$ cat src/rtl/pub_key_stream.sv
// pub_key_stream
//   Streams keys through a two-stage modular transform into a small result
//   FIFO. Forward mode maps sk -> pk = (sk + Q_OFF) mod P_MOD; inverse mode
//   maps pk -> sk = (pk - Q_OFF) mod P_MOD. Keys outside 1..P_MOD-1 are
//   still carried through, with key_out forced to 0 and out_err set.
//
// Ports
//   clk         single clock, rising edge
//   rst_n       asynchronous active-low reset
//   mode        01 forward, 10 inverse, 00/11 idle (no accepts)
//   in_valid    key_in is presented
//   key_in      key operand, W bits
//   in_ready    key_in is accepted this cycle when in_valid is also 1
//   out_valid   FIFO head is valid
//   out_ready   consumer takes the FIFO head
//   key_out     result at the FIFO head (0 when empty)
//   out_err     head entry came from an invalid key (0 when empty)
//   fifo_count  number of entries held in the FIFO
module pub_key_stream #(
  parameter int W     = 8,
  parameter int P_MOD = 227,
  parameter int Q_OFF = 225,
  parameter int DEPTH = 4
) (
  input  logic                       clk,
  input  logic                       rst_n,
  input  logic [1:0]                 mode,
  input  logic                       in_valid,
  input  logic [W-1:0]               key_in,
  output logic                       in_ready,
  output logic                       out_valid,
  input  logic                       out_ready,
  output logic [W-1:0]               key_out,
  output logic                       out_err,
  output logic [$clog2(DEPTH+1)-1:0] fifo_count
);

  localparam int AW = $clog2(DEPTH);
  localparam int CW = $clog2(DEPTH+1);
  localparam logic [W:0]  P_W     = (W+1)'(P_MOD);
  localparam logic [W:0]  Q_W     = (W+1)'(Q_OFF);
  localparam logic [CW:0] DEPTH_C = (CW+1)'(DEPTH);

  // stage 1: captured operand, mode and validity
  logic         s1_valid;
  logic         s1_fwd;
  logic         s1_ok;
  logic [W-1:0] s1_key;

  // stage 2: computed result waiting to be written into the FIFO
  logic         s2_valid;
  logic         s2_err;
  logic [W-1:0] s2_key;

  // FIFO storage and pointers
  logic [W-1:0]  mem_key [DEPTH];
  logic          mem_err [DEPTH];
  logic [AW-1:0] wr_ptr;
  logic [AW-1:0] rd_ptr;
  logic [CW-1:0] count;

  logic          mode_ok;
  logic          key_ok;
  logic          accept;
  logic          push;
  logic          pop;
  logic [CW:0]   occupancy;

  logic [W:0]    k_ext;
  logic [W:0]    fwd_sum;
  logic [W:0]    fwd_res;
  logic [W:0]    inv_res;
  logic [W:0]    res;

  assign mode_ok = (mode == 2'b01) || (mode == 2'b10);
  assign key_ok  = (key_in != '0) && ({1'b0, key_in} < P_W);

  // Entries still in the pipeline reserve FIFO space so a push can never
  // land on a full FIFO. rst_n gates the handshake so nothing is offered
  // while the block is held in reset.
  assign occupancy = {1'b0, count} + (CW+1)'(s1_valid) + (CW+1)'(s2_valid);
  assign in_ready  = rst_n && mode_ok && (occupancy < DEPTH_C);
  assign accept    = in_valid && in_ready;

  always_ff @(posedge clk or negedge rst_n) begin
    if (!rst_n) begin
      s1_valid <= 1'b0;
      s1_fwd   <= 1'b0;
      s1_ok    <= 1'b0;
      s1_key   <= '0;
    end else begin
      s1_valid <= accept;
      if (accept) begin
        s1_key <= key_in;
        s1_fwd <= (mode == 2'b01);
        s1_ok  <= key_ok;
      end
    end
  end

  // Operands are below P_MOD whenever the result is used, so a single
  // conditional subtraction (forward) or addition (inverse) is enough.
  always_comb begin
    k_ext   = {1'b0, s1_key};
    fwd_sum = k_ext + Q_W;
    fwd_res = (fwd_sum >= P_W) ? (fwd_sum - P_W) : fwd_sum;
    inv_res = (k_ext >= Q_W) ? (k_ext - Q_W) : (k_ext + P_W - Q_W);
    res     = '0;
    if (s1_ok) begin
      res = s1_fwd ? fwd_res : inv_res;
    end
  end

  always_ff @(posedge clk or negedge rst_n) begin
    if (!rst_n) begin
      s2_valid <= 1'b0;
      s2_err   <= 1'b0;
      s2_key   <= '0;
    end else begin
      s2_valid <= s1_valid;
      if (s1_valid) begin
        s2_key <= res[W-1:0];
        s2_err <= !s1_ok;
      end
    end
  end

  assign push = s2_valid;
  assign pop  = out_valid && out_ready;

  always_ff @(posedge clk) begin
    if (push) begin
      mem_key[wr_ptr] <= s2_key;
      mem_err[wr_ptr] <= s2_err;
    end
  end

  // DEPTH is a power of two, so pointers wrap by natural overflow.
  always_ff @(posedge clk or negedge rst_n) begin
    if (!rst_n) begin
      wr_ptr <= '0;
      rd_ptr <= '0;
      count  <= '0;
    end else begin
      if (push) begin
        wr_ptr <= wr_ptr + AW'(1);
      end
      if (pop) begin
        rd_ptr <= rd_ptr + AW'(1);
      end
      case ({push, pop})
        2'b10:   count <= count + CW'(1);
        2'b01:   count <= count - CW'(1);
        default: count <= count;
      endcase
    end
  end

  assign out_valid  = (count != '0);
  assign key_out    = out_valid ? mem_key[rd_ptr] : '0;
  assign out_err    = out_valid ? mem_err[rd_ptr] : 1'b0;
  assign fifo_count = count;

endmodule

$ cat config.mk
export PLATFORM = sky130hd
export DESIGN_NAME = pub_key_stream
export DESIGN_NICKNAME = d
export VERILOG_FILES = /design/src/rtl/pub_key_stream.sv
export SDC_FILE = /design/constraint.sdc
export NUM_CORES = 1
export LEC_CHECK = 0
export CAP_MARGIN = 20
export CORE_UTILIZATION = 50
export CTS_CLUSTER_DIAMETER = 80
export DETAILED_ROUTE_END_ITERATION = 10
export DONT_BUFFER_PORTS = 1
export PLACE_DENSITY_LB_ADDON = 0.3
export SLEW_MARGIN = 30
export SYNTH_ARGS = -nofsm -noshare
export SYNTH_HDL_FRONTEND = slang
export SYNTH_SLANG_ARGS = --single-unit
export TNS_END_PERCENT = 30
$ cat constraint.sdc
create_clock -name clk -period 4.65 [get_ports clk]
set_input_delay 1.395 -clock clk [delete_from_list [all_inputs] [get_ports clk]]
set_output_delay 1.395 -clock clk [all_outputs]
set_load 0.03 [all_outputs]
* Yosys cells after proc, flatten, opt, wreduce, memory -nomap -nowiden *
Memory sizes are Yosys's and may differ from the RTL's.
Cells that the tools add are included.

storage, ports and cells
  input bits = 14
  logic and storage cells = 50
  RAM bits = 36
  bits in read-only memories = 0
  bits in latches = 0
  memories kept = 2
  flip-flop bits (word level) = 28
  output and inout port bits = 14

cells by class
  $add $sub $neg = 11
  $mul = 0
  shift-type cells = 0
  div/mod/pow operators = 0
  reductions and logical operators = 10
  bitwise logic cells = 0
  $lt $le $gt $ge = 4
  mux-type cells = 9
  eq/ne operators = 4

memory list
  memory   words  width  rd ports  clocked after Yosys merged registers in  wr ports  RTL line  RTL
  mem_key  4      8      1         0                                        1         56        logic [W-1:0] mem_key [DEPTH];
  mem_err  4      1      1         0                                        1         57        logic mem_err [DEPTH];

operators by type and width
  cell                                                                           number
  8-bit 2-to-1 mux                                                               5
  8-bit subtractor (second input constant)                                       3
  8-bit by 8-bit adder with 9-bit output (second input constant)                 1
  9-bit by 8-bit >= comparator with 1-bit output (second input constant)         1
  8-bit adder (second input constant)                                            1
  8-bit >= comparator (second input constant)                                    1
  8-bit less-than comparator (second input constant)                             1
  8-bit nonzero test                                                             1
  3-bit one-hot mux with 2 select lines                                          1
  1-bit logical AND                                                              5
  2-bit by 1-bit adder with 2-bit output (second input constant)                 2
  3-bit by 1-bit adder with 4-bit output                                         1
  4-bit by 1-bit adder with 4-bit output                                         1
  2-bit by 1-bit == test with 1-bit output (second input constant)               2
  2-bit == test (second input constant)                                          2
  4-bit by 3-bit less-than comparator with 1-bit output (second input constant)  1
  3-bit by 1-bit adder with 3-bit output (second input constant)                 1
  1-bit 2-to-1 mux                                                               3
  3-bit nonzero test                                                             1
  3-bit by 1-bit subtractor with 3-bit output (second input constant)            1
  2-bit nonzero test                                                             1
  1-bit zero test                                                                1
  1-bit logical OR                                                               1

* Depth between registers and ports, before layout *
Gate-level depths: netlist of the first run.

  depth after elaboration = 5
  depth in mapped cells = 9
  gate-level depth less buffers = 8

* Worst setup path after synthesis of the first run *
Ideal clock, no wire load.

  path kind = input to output
  start point = in mode[1]
  end point = out in_ready
  data required time = 3255 ps
  arrival time = 2163 ps
  buffers on the path = 0
  slack = 1092 ps
  stages on the path = 4
  path through = inv_1 -> ha_1 -> nor3b_1 -> o21a_1

on the way
  cells in the longest elaborated chain, start to end = 4
  elaborated cells between the ends (all ways) = 5
  those cells by class = eq/ne: 2; reduce/logical: 3

RTL lines
  what                                                                       RTL line  RTL
  from (decl)                                                                27        input logic [1:0] mode,
  2-bit by 1-bit == test with 1-bit output or 2-bit == test (tied branches)  75        assign mode_ok = (mode == 2'b01) || (mode == 2'b10);
  1-bit logical OR (*)                                                       75
  1-bit logical AND (*) (2 in series)                                        82        assign in_ready = rst_n && mode_ok && (occupancy < DEPTH_C);
  to (decl)                                                                  30        output logic in_ready,

Mark *: on every way between the ends. The rest lies on a longest branch, timed or not.

* Worst setup path after layout of the first run *
Ends and elaborated chain as after synthesis.

==> results of run 1 <==
==> flip-flops by register name, summed over array words and instances (netlist names) <==
register,count
fifo_count,3
wr_ptr,2
s2_err,1
s1_fwd,1
s1_valid,1
s1_key,8
rd_ptr,2
mem_err,4
s2_key,8
push,1
s1_ok,1
mem_key,32
==> cell families after synthesis <==
kind of cell / count (synthesis) / share of synthesized area (%)
AND/OR/NAND/NOR: 106 / 16.5
AO/OA/AOI/OAI: 53 / 11.0
XOR/XNOR: 13 / 3.33
buffers and inverters: 27 / 3.55
multiplexers: 15 / 7.76
adder cells (fa/ha/maj): 15 / 5.71
flip-flops: 64 / 52.1
==> power groups by stage <==
stage | Sequential, mW | Clock, mW | Combinational [mW]
after detailed placement | 1.05 | 0 | 0.945
after floorplan | 0.889 | 0 | 0.933
final | 1.04 | 0.390 | 0.947
after CTS | 1.04 | 0.398 | 0.950
after global placement | 1.04 | 0 | 0.931
after global routing | 1.07 | 0.427 | 1.04
==> cells in the final DEF (no fill, tap or decap), drive strengths merged, types with 2 or more instances in the layout <==
master and instances:
a41oi 2, and3 3, a221o 2, o31a 2
xor2 6, o221ai 2, ha 14, nand2b 2
edfxtp 36, mux4 9, nor4 5, and2 16
xnor2 7, clkinv 4, dfrtp 28, nand3 7
mux2i 4, nor3 5, mux2 2, o21a 3
inv 15, clkbuf 11, o31ai 2, nand4 2
or3 2, nor3b 5, nor2 13, nor2b 3
nand2 40, a21boi 3, o21ai 14, a21oi 11
==> worst max-delay path, delay by kind of cell <==
family	cells	cell delay [ns]
AOI/OAI and AO/OA	1	0.34
adders and majority gates	1	0.26
and+or+nand+nor	1	0.18
buffers and inverters	1	0.02
==> how the worst max path moves through the flow <==
stage | startpoint | to | slack (ns) | depth (start not counted)
2_1_floorplan | mode[1] | in_ready | 1.09 | 4
3_3_place_gp | mode[1] | in_ready | 1.07 | 4
3_5_place_dp | mode[1] | in_ready | 1.05 | 4
4_1_cts | mode[1] | in_ready | 1.05 | 4
5_1_grt | mode[1] | in_ready | 0.98 | 4
6_report | mode[1] | in_ready | 1.05 | 4
==> area by class of cell <==
cell class / instances / area, sq um / share of cell area (%)
well taps: 77 / 96.3 / 2.67
inverters: 15 / 56.3 / 1.56
clock buffers: 11 / 131 / 3.64
flip-flops and latches: 64 / 1780 / 49.4
clock inverters: 5 / 26.3 / 0.728
multi-input cells: 202 / 1520 / 42.0
==> per-stage QoR <==
| step | power, mW | cells |
|---|---|---|
| 3_5_place_dp | 2.00 | 358 |
| 5_1_grt | 2.54 | 374 |
| 3_3_place_gp | 1.97 | 358 |
| 6_report | 2.38 | 374 |
| 2_1_floorplan | 1.82 | 293 |
| 4_1_cts | 2.39 | 374 |
==> metal layers <==
metal,vias to the layer above,wire (microns)
met5,-,0
met4,0,66
met3,8,214
met2,51,2990
met1,1012,2910
li1,1056,-
==> impl_metrics.toml, run 1 <==
[synth]
synth_top_area_share_pct = 31.6
yosysSeqAreaShare_pct = 52.1
synthTopCellsByCount = "nand2_1, edfxtp_1, dfrtp_1"
synth_seq_cells = 64
synth.most_common_cell = "nand2_1"
synth_fp_nets = 322
async_flop_share_pct = 43.8
synthFlopType = "edfxtp_1"
yosysUniqueCellTypes = 57
synth.top_cells.by_area = "edfxtp_1, dfrtp_1, mux4_2"
synth_area_leader_cell = "edfxtp_1"
synth_cells = 293
ys_warn_count = 0
synth_edf_count = 36
netlist_area_sq_um = 3420
post_synth.cell_area_avg_sq_um = 11.7

[clocking]
postCtsSetupBuffers = 0
cts_resized = 0
cts.sinks = 64
numCtsBuffers = 9
cts_buffer_depth = 2
cts_tree = "built"
cts_hold_buf = 0
htree_levels = 3
root_buffer = "clkbuf_8"
insertion_delay_ns = 0.33
cts.clk_slew.worst_paths_ns = 0.07

[min_path]
min_to = "mem_key[1][6]"
hold_path_depth = 0
holdCritPathClass = "reg2reg"
min_from = "s2_key[6]"

[timing]
rsz0062_at_grt = "false"
setup_viol = 0
finalHoldViolations = 0
period_minus_slack_ns = 3.60
clock_skew_ns = 0.00889
drv_slew = 0
fin_tns_setup_ns = 0
setup_slack_ns = 1.05
slew_headroom_pct = 55.3
hold_slack_ns = 0.517
max_slew.worst_pin.slew_ns = 0.670
timing.final.crit_share_pct = 77.4
max_freq_ghz = 0.278

[worst_setup_path]
regToRegSetupSlack_ns = 2.00
rr_startpoint = "s1_key[0]"
critPathArrivalTime_ns = 2.20
crit_required_ns = 3.25
critPathCaptureType = "output port"
crit_chain = "inv_1 -> ha_1 -> nor3b_1 -> o21a_1"
critPathMaxStageDelay_ns = 0.34
reg2reg_to = "s2_key[0]"
crit_type = "in2out"
crit_fanout = 2
ff2ff_path_depth = 8
slowest_stage = "o21a_1"
cp-start-kind = "input port"

[pwr]
p_switching_mw = 1.02
comb_power_share_pct = 39.8
seq_power_share_pct = 43.7
cellLeakagePower_nw = 1.41
peakVddDrop_uv = 337
p_int_mw = 1.36
p_per_area_nw_per_um2 = 659
sw_frac_of_total_pct = 42.9
power_frac_clock_pct = 16.4

[drt]
drt_first_pass_iters = 6
vias = 2127
drc = 0
viasPerCell = 5.69
drtIter0Drc = 106
ant_nets = 0
wire_per_inst_microns = 16.5
wirelength_mm = 6.19

[grt]
grtUsageMet1_pct = 24.6
track_usage_pct = 18.9
antenna_found_initial = 0
grt_util_met2_pct = 31.8
use_met3_pct = 3.83
top_usage_layer = "met2"
overflow = 0
grt_pass1_wl_mm = 10.4
grt_max_degree = 30
grt_pass1_vias = 2096

[floorplan]
rows = 29
die_h_microns = 84.7
die_area_sq_um = 7170
core_area_sq_um = 6460
die_width_microns = 84.7
io_pins = 28
start_util_pct = 52.9

[place]
placed_area_sq_um = 3450
gp_congestion = 0.893
pre_cts_ws_ns = 1.05
numPortBuffers = 0
place_hpwl_mm = 4.41

[final_layout]
fin_nets = 321
diodes = 0
utilization_pct = 55.9
fillCellCount = 567
areaGrowthSynthToFinish_pct = 5.53
postLayoutCellArea_sq_um = 3610
drive_gt1_share_pct = 13.1

[job]
maxCapViolCount = 0

[run_status]
status = "complete, no violations"
(Power assumes the default switching activity.)
==> run 2: changes to the inputs <==
clock period = 3.05 ns   (was 4.65 ns; I/O delays follow)
==> impl_metrics.toml, run 2 (same netlist as run 1, synthesis figures left out) <==
[run_status]
status = "complete, no violations"

[worst_setup_path]
critPathCaptureType = "output port"
critPathArrivalTime_ns = 1.93
crit_type = "reg2out"
cp-start-kind = "flip-flop"
crit_required_ns = 2.13
regToRegSetupSlack_ns = 0.47
reg2reg_to = "fifo_count[2]"
crit_end = "key_out[4]"
worstSetupStartpoint = "fifo_count[1]"
ff2ff_path_depth = 8
rr_startpoint = "fifo_count[0]"
crit_fanout = 11

[timing]
rsz0062_at_grt = "false"
hold_slack_ns = 0.261
max_slew.worst_pin.slew_ns = 0.597
clock_skew_ns = 0.00939
fin_tns_setup_ns = 0
slew_headroom_pct = 60.2
setup_viol = 0
max_freq_ghz = 0.352
period_minus_slack_ns = 2.84
finalHoldViolations = 0
drv_slew = 0
timing.final.crit_share_pct = 93.1

[clocking]
numCtsBuffers = 9
cts_buffer_depth = 2
insertion_delay_ns = 0.34
cts_hold_buf = 0
cts_resized = 0
root_buffer = "clkbuf_8"
cts.clk_slew.worst_paths_ns = 0.07
cts_tree = "built"
postCtsSetupBuffers = 0
cts.sinks = 64
htree_levels = 3

[drt]
wirelength_mm = 6.24
ant_nets = 0
drt_first_pass_iters = 8
drc = 0
wire_per_inst_microns = 16.6
viasPerCell = 5.83
drtIter0Drc = 117
vias = 2185

[final_layout]
largest_register = "mem_key"
mostFrequentLayoutCell = "nand2_1"
fillCellCount = 547
top_regs = "mem_key x32, s1_key x8, s2_key x8"
fin_nets = 322
largest_register_ffs = 32
final_cell_mix = "nand2_1, edfxtp_1, dfrtp_1"
drive_gt1_share_pct = 14.1
utilization_pct = 56.5
postLayoutCellArea_sq_um = 3650
areaGrowthSynthToFinish_pct = 6.62
diodes = 0

[pwr]
cellLeakagePower_nw = 1.42
report.power.total_mw = 3.74
p_per_area_nw_per_um2 = 1020
peakVddDrop_uv = 529

[floorplan]
rows = 29
die_area_sq_um = 7170
start_util_pct = 52.9
io_pins = 28
die_width_microns = 84.7
die_h_microns = 84.7
core_area_sq_um = 6460

[job]
maxCapViolCount = 0

[grt]
grt_max_degree = 30
grtUsageMet1_pct = 24.9
grt_pass1_vias = 2182
track_usage_pct = 19.2
grt_util_met2_pct = 31.3
top_usage_layer = "met2"
antenna_found_initial = 0
grt_pass1_wl_mm = 10.4
overflow = 0
use_met3_pct = 4.52

[place]
place_hpwl_mm = 4.36
gp_congestion = 0.833
numPortBuffers = 0
placed_area_sq_um = 3460

[min_path]
holdCritPathClass = "in2async"
## run 2: cell count changes in the layout (fill, tap and decap cells not counted), sizes merged
cell,change
clkbuf,-1
clkinvlp,+1
buf,+1
clkinv,-1
bufinv,+1
## run 2: how the worst min path moves through the flow
stage                     slack, ns  cells after the start       endpoint
after global routing           0.24                      0      s1_key[3]
after detailed placement       0.51                      0  mem_key[0][3]
final                          0.26                      0      s1_key[3]
after floorplan                0.44                      0           push
after global placement         0.49                      0  mem_key[2][3]
after CTS                      0.25                      0      s1_key[3]
## run 2: routing by layer
metal	up-vias	wire length, microns
li1	1065	-
met1	1041	2880
met2	68	2920
met3	11	331
met4	0	97
met5	-	0
## run 2: critical path: stages (launching register included)
cell	delay (ns)
dfrtp_1	0.52
or3_1	0.70
and2_1	0.37
## run 2: through the flow
step / cells / setup slack [ns]
finish: 375 / 0.210
global route: 375 / 0.132
CTS: 375 / 0.166
detailed placement: 359 / 0.382
global placement: 359 / 0.430
floorplan: 293 / 0.452
## run 2: cell type report
class / count / area, sq um / area share (%)
clock buffer: 10 / 128 / 3.50
clock inverter: 6 / 60.1 / 1.65
inverter: 15 / 56.3 / 1.54
multi-input combinational: 202 / 1520 / 41.6
sequential: 64 / 1780 / 48.9
tap: 77 / 96.3 / 2.64
timing repair buffer: 1 / 7.51 / 0.206
## run 2: where the power goes
part	switching, mW	internal [mW]	total (mW)
sequential	0.391	1.15	1.55
combinational	0.862	0.631	1.49
clock	0.326	0.373	0.699
